===== config.mk =====
export PLATFORM = sky130hd
export DESIGN_NAME = uart_cnt_tx_reporter
export DESIGN_NICKNAME = d
export VERILOG_FILES = /design/src/rtl/uart_cnt_tx_reporter.sv
export SDC_FILE = /design/constraint.sdc
export NUM_CORES = 1
export LEC_CHECK = 0
export BUFFER_PORTS_ARGS = -buffer_cell sky130_fd_sc_hd__buf_2
export CORE_ASPECT_RATIO = 2
export CORE_MARGIN = 2
export CORE_UTILIZATION = 32
export CTS_CLUSTER_SIZE = 10
export DETAILED_ROUTE_END_ITERATION = 10
export GPL_TIMING_DRIVEN = 0
export SYNTH_ARGS = -nofsm -noshare
export SYNTH_HDL_FRONTEND = slang
export SYNTH_SLANG_ARGS = --single-unit

===== constraint.sdc =====
create_clock -name clk -period 2 [get_ports clk]
set_input_delay 0.1 -clock clk [delete_from_list [all_inputs] [get_ports clk]]
set_output_delay 0.1 -clock clk [all_outputs]
set_load 0.05 [all_outputs]

===== src/rtl/uart_cnt_tx_reporter.sv =====
// UART transmit reporter: on request, captures the counter value and sends it as
// four ASCII decimal digits followed by CR LF, using 8N1 framing.
module uart_cnt_tx_reporter #(
    parameter int CLK_HZ = 100_000_000,
    parameter int BAUD   = 9600
) (
    input  logic        clk,
    input  logic        reset,
    input  logic [13:0] i_value,
    input  logic        i_send,
    output logic        o_tx,
    output logic        o_busy,
    output logic        o_done
);

    // state    | meaning
    // IDLE     | line high, waiting for i_send
    // CONVERT  | 14 shift-add-3 steps, then one cycle to load byte index 0
    // START    | start bit (low) for BIT_CYC cycles
    // DATA     | 8 data bits, LSB first, BIT_CYC cycles each
    // STOP     | stop bit (high); go to the next byte, or finish after CR LF
    localparam logic [2:0] S_IDLE    = 3'd0;
    localparam logic [2:0] S_CONVERT = 3'd1;
    localparam logic [2:0] S_START   = 3'd2;
    localparam logic [2:0] S_DATA    = 3'd3;
    localparam logic [2:0] S_STOP    = 3'd4;

    localparam int              BIT_CYC   = CLK_HZ / BAUD;
    localparam int              CW        = (BIT_CYC > 2) ? $clog2(BIT_CYC) : 1;
    localparam logic [CW-1:0]   BAUD_LAST = CW'(BIT_CYC - 1);
    localparam logic [13:0]     VALUE_MAX = 14'd9999;
    localparam logic [3:0]      CONV_LAST = 4'd14;
    localparam logic [2:0]      BYTE_LAST = 3'd5;

    logic [2:0]    state;
    logic [CW-1:0] baud_cnt;
    logic [3:0]    conv_cnt;
    logic [13:0]   bin_sr;
    logic [15:0]   bcd;
    logic [2:0]    byte_idx;
    logic [2:0]    bit_idx;
    logic [7:0]    tx_sr;

    logic [15:0]   bcd_adj;
    logic [29:0]   conv_shift;
    logic [15:0]   bcd_next;
    logic [13:0]   bin_next;
    logic [7:0]    cur_byte;
    logic          baud_end;
    logic [13:0]   value_sat;

    assign value_sat = (i_value > VALUE_MAX) ? VALUE_MAX : i_value;
    assign baud_end  = (baud_cnt == BAUD_LAST);

    // Double-dabble step: fix up each digit, then shift the whole BCD:binary word left.
    always_comb begin
        bcd_adj = bcd;
        for (int i = 0; i < 4; i++) begin
            if (bcd[4*i +: 4] >= 4'd5) begin
                bcd_adj[4*i +: 4] = bcd[4*i +: 4] + 4'd3;
            end
        end
        conv_shift = {bcd_adj, bin_sr} << 1;
        bcd_next   = conv_shift[29:14];
        bin_next   = conv_shift[13:0];
    end

    always_comb begin
        cur_byte = 8'h0A;
        case (byte_idx)
            3'd0:    cur_byte = {4'h3, bcd[15:12]};
            3'd1:    cur_byte = {4'h3, bcd[11:8]};
            3'd2:    cur_byte = {4'h3, bcd[7:4]};
            3'd3:    cur_byte = {4'h3, bcd[3:0]};
            3'd4:    cur_byte = 8'h0D;
            default: cur_byte = 8'h0A;
        endcase
    end

    always_ff @(posedge clk or negedge reset) begin
        if (!reset) begin
            state    <= S_IDLE;
            baud_cnt <= '0;
            conv_cnt <= '0;
            bin_sr   <= '0;
            bcd      <= '0;
            byte_idx <= '0;
            bit_idx  <= '0;
            tx_sr    <= '0;
            o_tx     <= 1'b1;
            o_busy   <= 1'b0;
            o_done   <= 1'b0;
        end else begin
            o_done <= 1'b0;
            case (state)
                S_IDLE: begin
                    o_tx <= 1'b1;
                    if (i_send) begin
                        bin_sr   <= value_sat;
                        bcd      <= '0;
                        conv_cnt <= '0;
                        o_busy   <= 1'b1;
                        state    <= S_CONVERT;
                    end
                end
                S_CONVERT: begin
                    if (conv_cnt == CONV_LAST) begin
                        byte_idx <= '0;
                        baud_cnt <= '0;
                        o_tx     <= 1'b0;
                        state    <= S_START;
                    end else begin
                        bcd      <= bcd_next;
                        bin_sr   <= bin_next;
                        conv_cnt <= conv_cnt + 4'd1;
                    end
                end
                S_START: begin
                    if (baud_end) begin
                        baud_cnt <= '0;
                        bit_idx  <= '0;
                        o_tx     <= cur_byte[0];
                        tx_sr    <= {1'b0, cur_byte[7:1]};
                        state    <= S_DATA;
                    end else begin
                        baud_cnt <= baud_cnt + CW'(1);
                    end
                end
                S_DATA: begin
                    if (baud_end) begin
                        baud_cnt <= '0;
                        if (bit_idx == 3'd7) begin
                            o_tx  <= 1'b1;
                            state <= S_STOP;
                        end else begin
                            bit_idx <= bit_idx + 3'd1;
                            o_tx    <= tx_sr[0];
                            tx_sr   <= tx_sr >> 1;
                        end
                    end else begin
                        baud_cnt <= baud_cnt + CW'(1);
                    end
                end
                S_STOP: begin
                    if (baud_end) begin
                        baud_cnt <= '0;
                        if (byte_idx != BYTE_LAST) begin
                            byte_idx <= byte_idx + 3'd1;
                            o_tx     <= 1'b0;
                            state    <= S_START;
                        end else begin
                            o_busy <= 1'b0;
                            o_done <= 1'b1;
                            state  <= S_IDLE;
                        end
                    end else begin
                        baud_cnt <= baud_cnt + CW'(1);
                    end
                end
                default: begin
                    o_tx   <= 1'b1;
                    o_busy <= 1'b0;
                    state  <= S_IDLE;
                end
            endcase
        end
    end

endmodule


==> results of run 1 <==
[power groups by stage]
stage	combinational [mW]	sequential [mW]	clock, mW
after floorplan	1.64	1.92	0
after global placement	2.16	1.98	0
after detailed placement	2.21	1.99	0
after CTS	2.38	1.97	1.51
after global routing	2.93	2.02	1.56
final	2.63	1.97	1.47
[metrics by stage]
step / setup WS [ns] / util / instance area, sq um / cells
floorplan: 0.0204 / - / 3590 / 373
global placement: -0.537 / 0.353 / 3860 / 532
detailed placement: -0.582 / 0.353 / 3870 / 532
CTS: -0.0751 / 0.393 / 4310 / 557
global route: -0.105 / 0.414 / 4530 / 568
finish: -0.0612 / 0.414 / 4530 / 568
[layout by cell type, fill, tap and decap left out, types with 15 or more instances in the layout]
cell | synthesis | layout
ha_1 | 18 | 16
buf_2 | 1 | 21
a21oi_1 | 17 | 15
nand2_1 | 35 | 34
o21ai_0 | 26 | 22
buf_4 | 1 | 16
inv_1 | 18 | 18
dfrtp_1 | 64 | 60
nor2_1 | 27 | 23
nand3_1 | 22 | 20
[cells by family (layout without fill, tap and decap cells)]
logic type                 after synthesis  count (layout)  share of synthesized area
xor gates and xnor gates                14              14                     0.0341
DFF                                     65              65                      0.453
adders and majority gates               18              18                     0.0627
and+or+nand+nor                        134             134                      0.198
muxes                                    3               3                     0.0104
buffers and inverters                   34              89                     0.0414
AOI/OAI and AO/OA                      105             105                      0.201
[sequential cells by signal, indices dropped and copies added (netlist names)]
name	flops
baud_cnt	14
state	3
o_busy	1
bit_idx	3
byte_idx	3
bin_sr	14
o_tx	1
o_done	1
bcd	16
tx_sr	5
conv_cnt	4
[final cells by class]
cell class              instances  area (sq um)  share of cell area
multi-input cells             274          1950               0.430
flip-flops and latches         65          1630               0.361
repair buffers                 39           298              0.0658
clock buffers                  11           253              0.0558
well taps                     140           175              0.0387
plain buffers                  16           123              0.0271
inverters                      18          67.6              0.0149
clock inverters                 5          30.0             0.00663
[worst reg2reg max path, delay by kind of cell (launching register included)]
kind / cells / cell delay (ns)
AOI/OAI and AO/OA: 1 / 0.07
buffers and inverters: 1 / 0.17
DFF: 1 / 0.42
muxes: 1 / 0.29
and+or+nand+nor: 3 / 1.04
[worst paths after layout]
| path | cells after the start | slack [ns] | start | to |
|---|---|---|---|---|
| max reg2reg | 6 | -0.06 | baud_cnt[8]$_DFFE_PN0P_ | o_tx$_DFFE_PN1P_ |
| max in group asynchronous | 2 | 0.99 | reset | baud_cnt[4]$_DFFE_PN0P_ |
| min in group asynchronous | 2 | 0.42 | reset | baud_cnt[9]$_DFFE_PN0P_ |
| min | 3 | 0.01 | i_value[5] | bin_sr[5]$_DFFE_PN0P_ |
| max | 6 | -0.06 | baud_cnt[8]$_DFFE_PN0P_ | o_tx$_DFFE_PN1P_ |
| min reg2reg | 2 | 0.47 | bin_sr[13]$_DFFE_PN0P_ | bin_sr[13]$_DFFE_PN0P_ |
[per-layer routing]
metal  GRT usage  up-vias  routed length, um
met4      0.0977        0                271
met2       0.280       63               5010
met3      0.0299       19                258
li1            -     1468                  -
met5           0        -                  0
met1       0.157     1534               3450
[what timing repair did]
item                       in CTS  in global routing
pin swaps                       2                 20
hold buffers                    4                  0
hold endpoints to repair       67                  0
cloned                          0                  2
resized for setup              23                 38
buffers inserted                5                  9
setup endpoints to repair      58                 41
==> run summary, run 1 <==
P per Cell Area: 1340 nW/um^2
vias in the first global route: 3200
CTS root buf: clkbuf_16
number of synthesized flops with an enable pin: 0
unrepaired setup endpoints after global routing: true
starting density of the core: 0.328
DRT iter0 DRCs: 265
IO Count: 20
H-tree Lvls: 3
sw frac: 0.390
Seq pwr share: 0.325
Clock power frac: 0.242
clock sink total: 65
Hold Vio Cnt, Final: 0
via count: 3084
GP Congestion: 0.813
Total Power: 6.08 mW
share of cells above drive strength 1: 0.243
Port Buffers: 19
WHS: 0.00977 ns
status: finished, violations left
worst path arrival time: 2.32 ns
GR Util All Layers: 0.154
Post-synth ARST share: 1.00
WS Path Type: reg2reg
Core Rows: 54
Comb power frac: 0.433
DRT Pass-1 Iters: 5
switching power: 2.37 mW
clk_skew: 0.00330 ns
Worst Setup Slack, final: -0.0612 ns
Slowest cell on crit path: or4b_1
synthesis-to-finish area growth: 26.0%
clock tree buffer depth: 2
Clk pin slew, worst setup/hold paths: 0.05 ns
largest net degree at the start of global routing: 66
Achievable Freq: 485 MHz
largest fanout on the critical path: 5
DRT antenna net count: 0
commonest cells in the netlist: dfrtp_1, nand2_1, nor2_1
wire per inst: 15.8 um
final setup fails: 6
nets: 458
count leader, synth: dfrtp_1
Pint: 3.71 mW
Die H: 154 um
Gate Count Post-Synth: 373
CP top delay family: simple AND/OR/NAND/NOR gates
CP cell instances: or4b_1 > or4_4 > buf_12 > nand2_8 > o211ai_4 > mux2_4
FF+latch count, synth: 65
diode count: 0
Tcrit/Tclk final: 1.03
DRC Markers: 0
Yosys cell types: 57
register area share after synthesis: 0.453
HPWL Detailed: 6380 um
Routed WL: 9000 um
TritonCTS clock tree: done
Skew-Pair Late Insertion Delay: 0.33 ns
post-synthesis area per instance: 9.63 sq um
core box area: 10900 sq um
top cell type by total area after synthesis: dfrtp_1
Synth area leaders: dfrtp_1, ha_1, nand2_1
filler cell count: 1088
synth warn: 0
wire length of the first global-routing pass: 14700 um
Setup crit start kind: flip-flop
worst min-delay path category: in2reg
initial antenna violation count: 0
post-synth top area share: 0.446
max_cap viols: 0
critical path buffer and inverter count: 1
clock period minus worst slack: 2.06 ns
Slew @ Worst Pin: 0.852 ns
Leak: 2.02 nW
failing checks: setup timing
Cell Area, Synth: 3590 sq um
Slew HR: 0.432
Peak VDD IR: 0.652 mV
Die W: 78.9 um
vias per cell: 5.43
prevailing post-synth register cell: dfrtp_1
GRT overflow: 0
CTS Buf Count: 9
net count after synthesis: 408
CP endpoint kind: flip-flop
pins over their slew limit: 0
TNS Setup: -0.176 ns
Max stage delay on crit path: 0.52 ns
worst path required time: 2.26 ns
Die Area: 12100 sq um
Note: power is estimated with default switching activity, not from simulation.
==> run 2: changes to the inputs <==
--- a/config.mk
+++ b/config.mk
@@ -5,6 +5,7 @@
 export SDC_FILE = /design/constraint.sdc
 export NUM_CORES = 1
 export LEC_CHECK = 0
+export ABC_AREA = 1
 export BUFFER_PORTS_ARGS = -buffer_cell sky130_fd_sc_hd__buf_2
 export CORE_ASPECT_RATIO = 2
 export CORE_MARGIN = 2
==> run summary, run 2 <==
vias in the first global route: 3482
Yosys cell types: 31
max FFs per register: 16
register area share after synthesis: 0.423
Die H: 159 um
synth warn: 0
Worst Setup Slack, final: 0.227 ns
largest net degree at the start of global routing: 66
FF-to-FF setup slack: 0.23 ns
Slew HR: 0.431
critical path buffer and inverter count: 2
H-tree Lvls: 3
max_cap viols: 0
DRT Pass-1 Iters: 5
CP cell instances: ha_1 > nand3_1 > nor2_1 > nand2_2 > nor2_2 > buf_6 > o21ai_0 > o21ai_0 > inv_1
gr busiest metal: met2
Non-Filler Instances: 684
DRC Markers: 0
largest fanout on the critical path: 10
Max stage delay on crit path: 0.44 ns
initial antenna violation count: 0
routing usage on met2: 0.294
commonest cells in the netlist: nand2_1, inv_1, dfrtp_1
GR Util All Layers: 0.157
clk_skew: 0.00818 ns
final setup fails: 0
Final Core Density: 0.379
CP top delay family: simple AND/OR/NAND/NOR gates
synthesis-to-finish area growth: 15.3%
GP Congestion: 0.803
CTS root buf: clkbuf_16
clock sink total: 65
core box area: 11700 sq um
FF+latch count, synth: 65
commonest non-fill, non-tap cell in the layout: nand2_1
Cell Area, Synth: 3850 sq um
GRT overflow: 0
Tcrit/Tclk final: 0.886
reg2reg path depth: 9
Core Rows: 56
Post-synth ARST share: 1.00
Port Buffers: 19
IO Count: 20
HPWL Detailed: 7050 um
cell mode on critical path: o21ai_0
clock tree buffer depth: 2
DRT antenna net count: 0
Reg2Reg Launch Point: baud_cnt[0]$_DFFE_PN0P_
DRT iter0 DRCs: 130
unrepaired setup endpoints after global routing: false
Die W: 81.5 um
TritonCTS clock tree: done
Clk pin slew, worst setup/hold paths: 0.06 ns
RR Endpoint: bit_idx[0]$_DFFE_PN0P_
wire length of the first global-routing pass: 16000 um
diode count: 0
P per Cell Area: 670 nW/um^2
Hold Vio Cnt, Final: 0
Global Route met1 Usage: 0.162
Achievable Freq: 564 MHz
top cell type by total area after synthesis: dfrtp_1
starting density of the core: 0.329
Area after DPL: 4130 sq um
number of synthesized flops with an enable pin: 0
Min-Delay Startpoint: i_value[0]
count leader, synth: nand2_1
vias per cell: 5.02
Top Registers: bcd: 16 flops, baud_cnt: 14 flops, bin_sr: 14 flops
share of cells above drive strength 1: 0.134
TNS Setup: 0 ns
worst path arrival time: 1.99 ns
CP endpoint kind: flip-flop
post-route cell area: 4440 sq um
nets: 569
wire per inst: 13.5 um
worst min-delay path category: in2reg
prevailing post-synth register cell: dfrtp_1
clock period minus worst slack: 1.77 ns
M3 GR Usage: 0.0289
most frequent cells in the layout: nand2_1, inv_1, dfrtp_1
Gate Count Post-Synth: 503
post-synthesis area per instance: 7.65 sq um
pins over their slew limit: 0
via count: 3436
endpoint of the worst hold path: bin_sr[0]$_DFFE_PN0P_
Slew @ Worst Pin: 0.853 ns
Leak: 2.16 nW
Synth area leaders: dfrtp_1, nand2_1, nand3_1
Routed WL: 9240 um
Die Area: 13000 sq um
net count after synthesis: 538
Slowest cell on crit path: dfrtp_1
Setup crit start kind: flip-flop
Peak VDD IR: 0.420 mV
worst path required time: 2.22 ns
Skew-Pair Late Insertion Delay: 0.34 ns
post-synth top area share: 0.416
register bank with the most flops: bcd
CTS Buf Count: 9
Post-Place Worst Slack: 0.222 ns
status: completed
WS Path Type: reg2reg
DP Cell Count: 667
hold path depth: 3
==> run 2: logic make-up after synthesis <==
kind of cell | share of synthesized area
AO/OA/AOI/OAI | 0.120
buffers and inverters | 0.0836
XOR/XNOR | 0.0182
flip-flops | 0.423
adder cells (fa/ha/maj) | 0.0585
AND/OR/NAND/NOR | 0.297
==> run 2: worst max-delay path by stage <==
stage               cells after the start                    start                     end
finish                                  9  baud_cnt[0]$_DFFE_PN0P_  bit_idx[0]$_DFFE_PN0P_
floorplan                               9  baud_cnt[0]$_DFFE_PN0P_  bit_idx[0]$_DFFE_PN0P_
CTS                                     9  baud_cnt[0]$_DFFE_PN0P_  bit_idx[0]$_DFFE_PN0P_
global placement                        9  conv_cnt[0]$_DFFE_PN0P_      bcd[5]$_DFFE_PN0P_
detailed placement                      9  baud_cnt[0]$_DFFE_PN0P_  bit_idx[0]$_DFFE_PN0P_
global route                            9  baud_cnt[0]$_DFFE_PN0P_  bit_idx[0]$_DFFE_PN0P_
==> run 2: what timing repair did <==
action | 4_1_cts | 5_1_grt
buffers inserted | 0 | 0
hold endpoints to repair | 64 | 0
hold buffers | 1 | 0
resized for setup | 0 | 0
==> run 2: through the flow <==
step	hold slack (ns)	power (mW)
after floorplan	-0.196	1.35
final	0.0131	2.97
after CTS	0.00411	3.01
after detailed placement	0.268	1.40
after global routing	0.0210	3.09
after global placement	0.358	1.40
==> run 2: layer usage <==
layer | vias up | share of wire
met4 | 0 | 0.026
met5 | - | 0
met2 | 40 | 0.57
met1 | 1661 | 0.38
li1 | 1719 | -
met3 | 16 | 0.021
==> run 2: worst reg2reg max path: stages (launching register included) <==
cell     delay, ns
dfrtp_1       0.44
ha_1          0.21
nand3_1       0.14
nor2_1        0.16
nand2_2       0.17
nor2_2        0.17
buf_6         0.15
o21ai_0       0.08
o21ai_0       0.09
inv_1         0.07
==> run 2: area by class of cell <==
cell class / instances / area (sq um)
plain buffers: 10 / 66.3
clock buffers: 9 / 225
clock inverters: 7 / 76.3
fillers: 1227 / 7260
inverters: 68 / 255
multi-input cells: 360 / 1900
flip-flops and latches: 65 / 1630
well taps: 145 / 181
repair buffers: 20 / 108
==> run 2: report_power, final <==
part           leakage, nW  internal, mW  switching [mW]
Clock                0.143         0.974           0.622
Combinational         1.30        0.0184          0.0436
Sequential           0.718          1.32               0
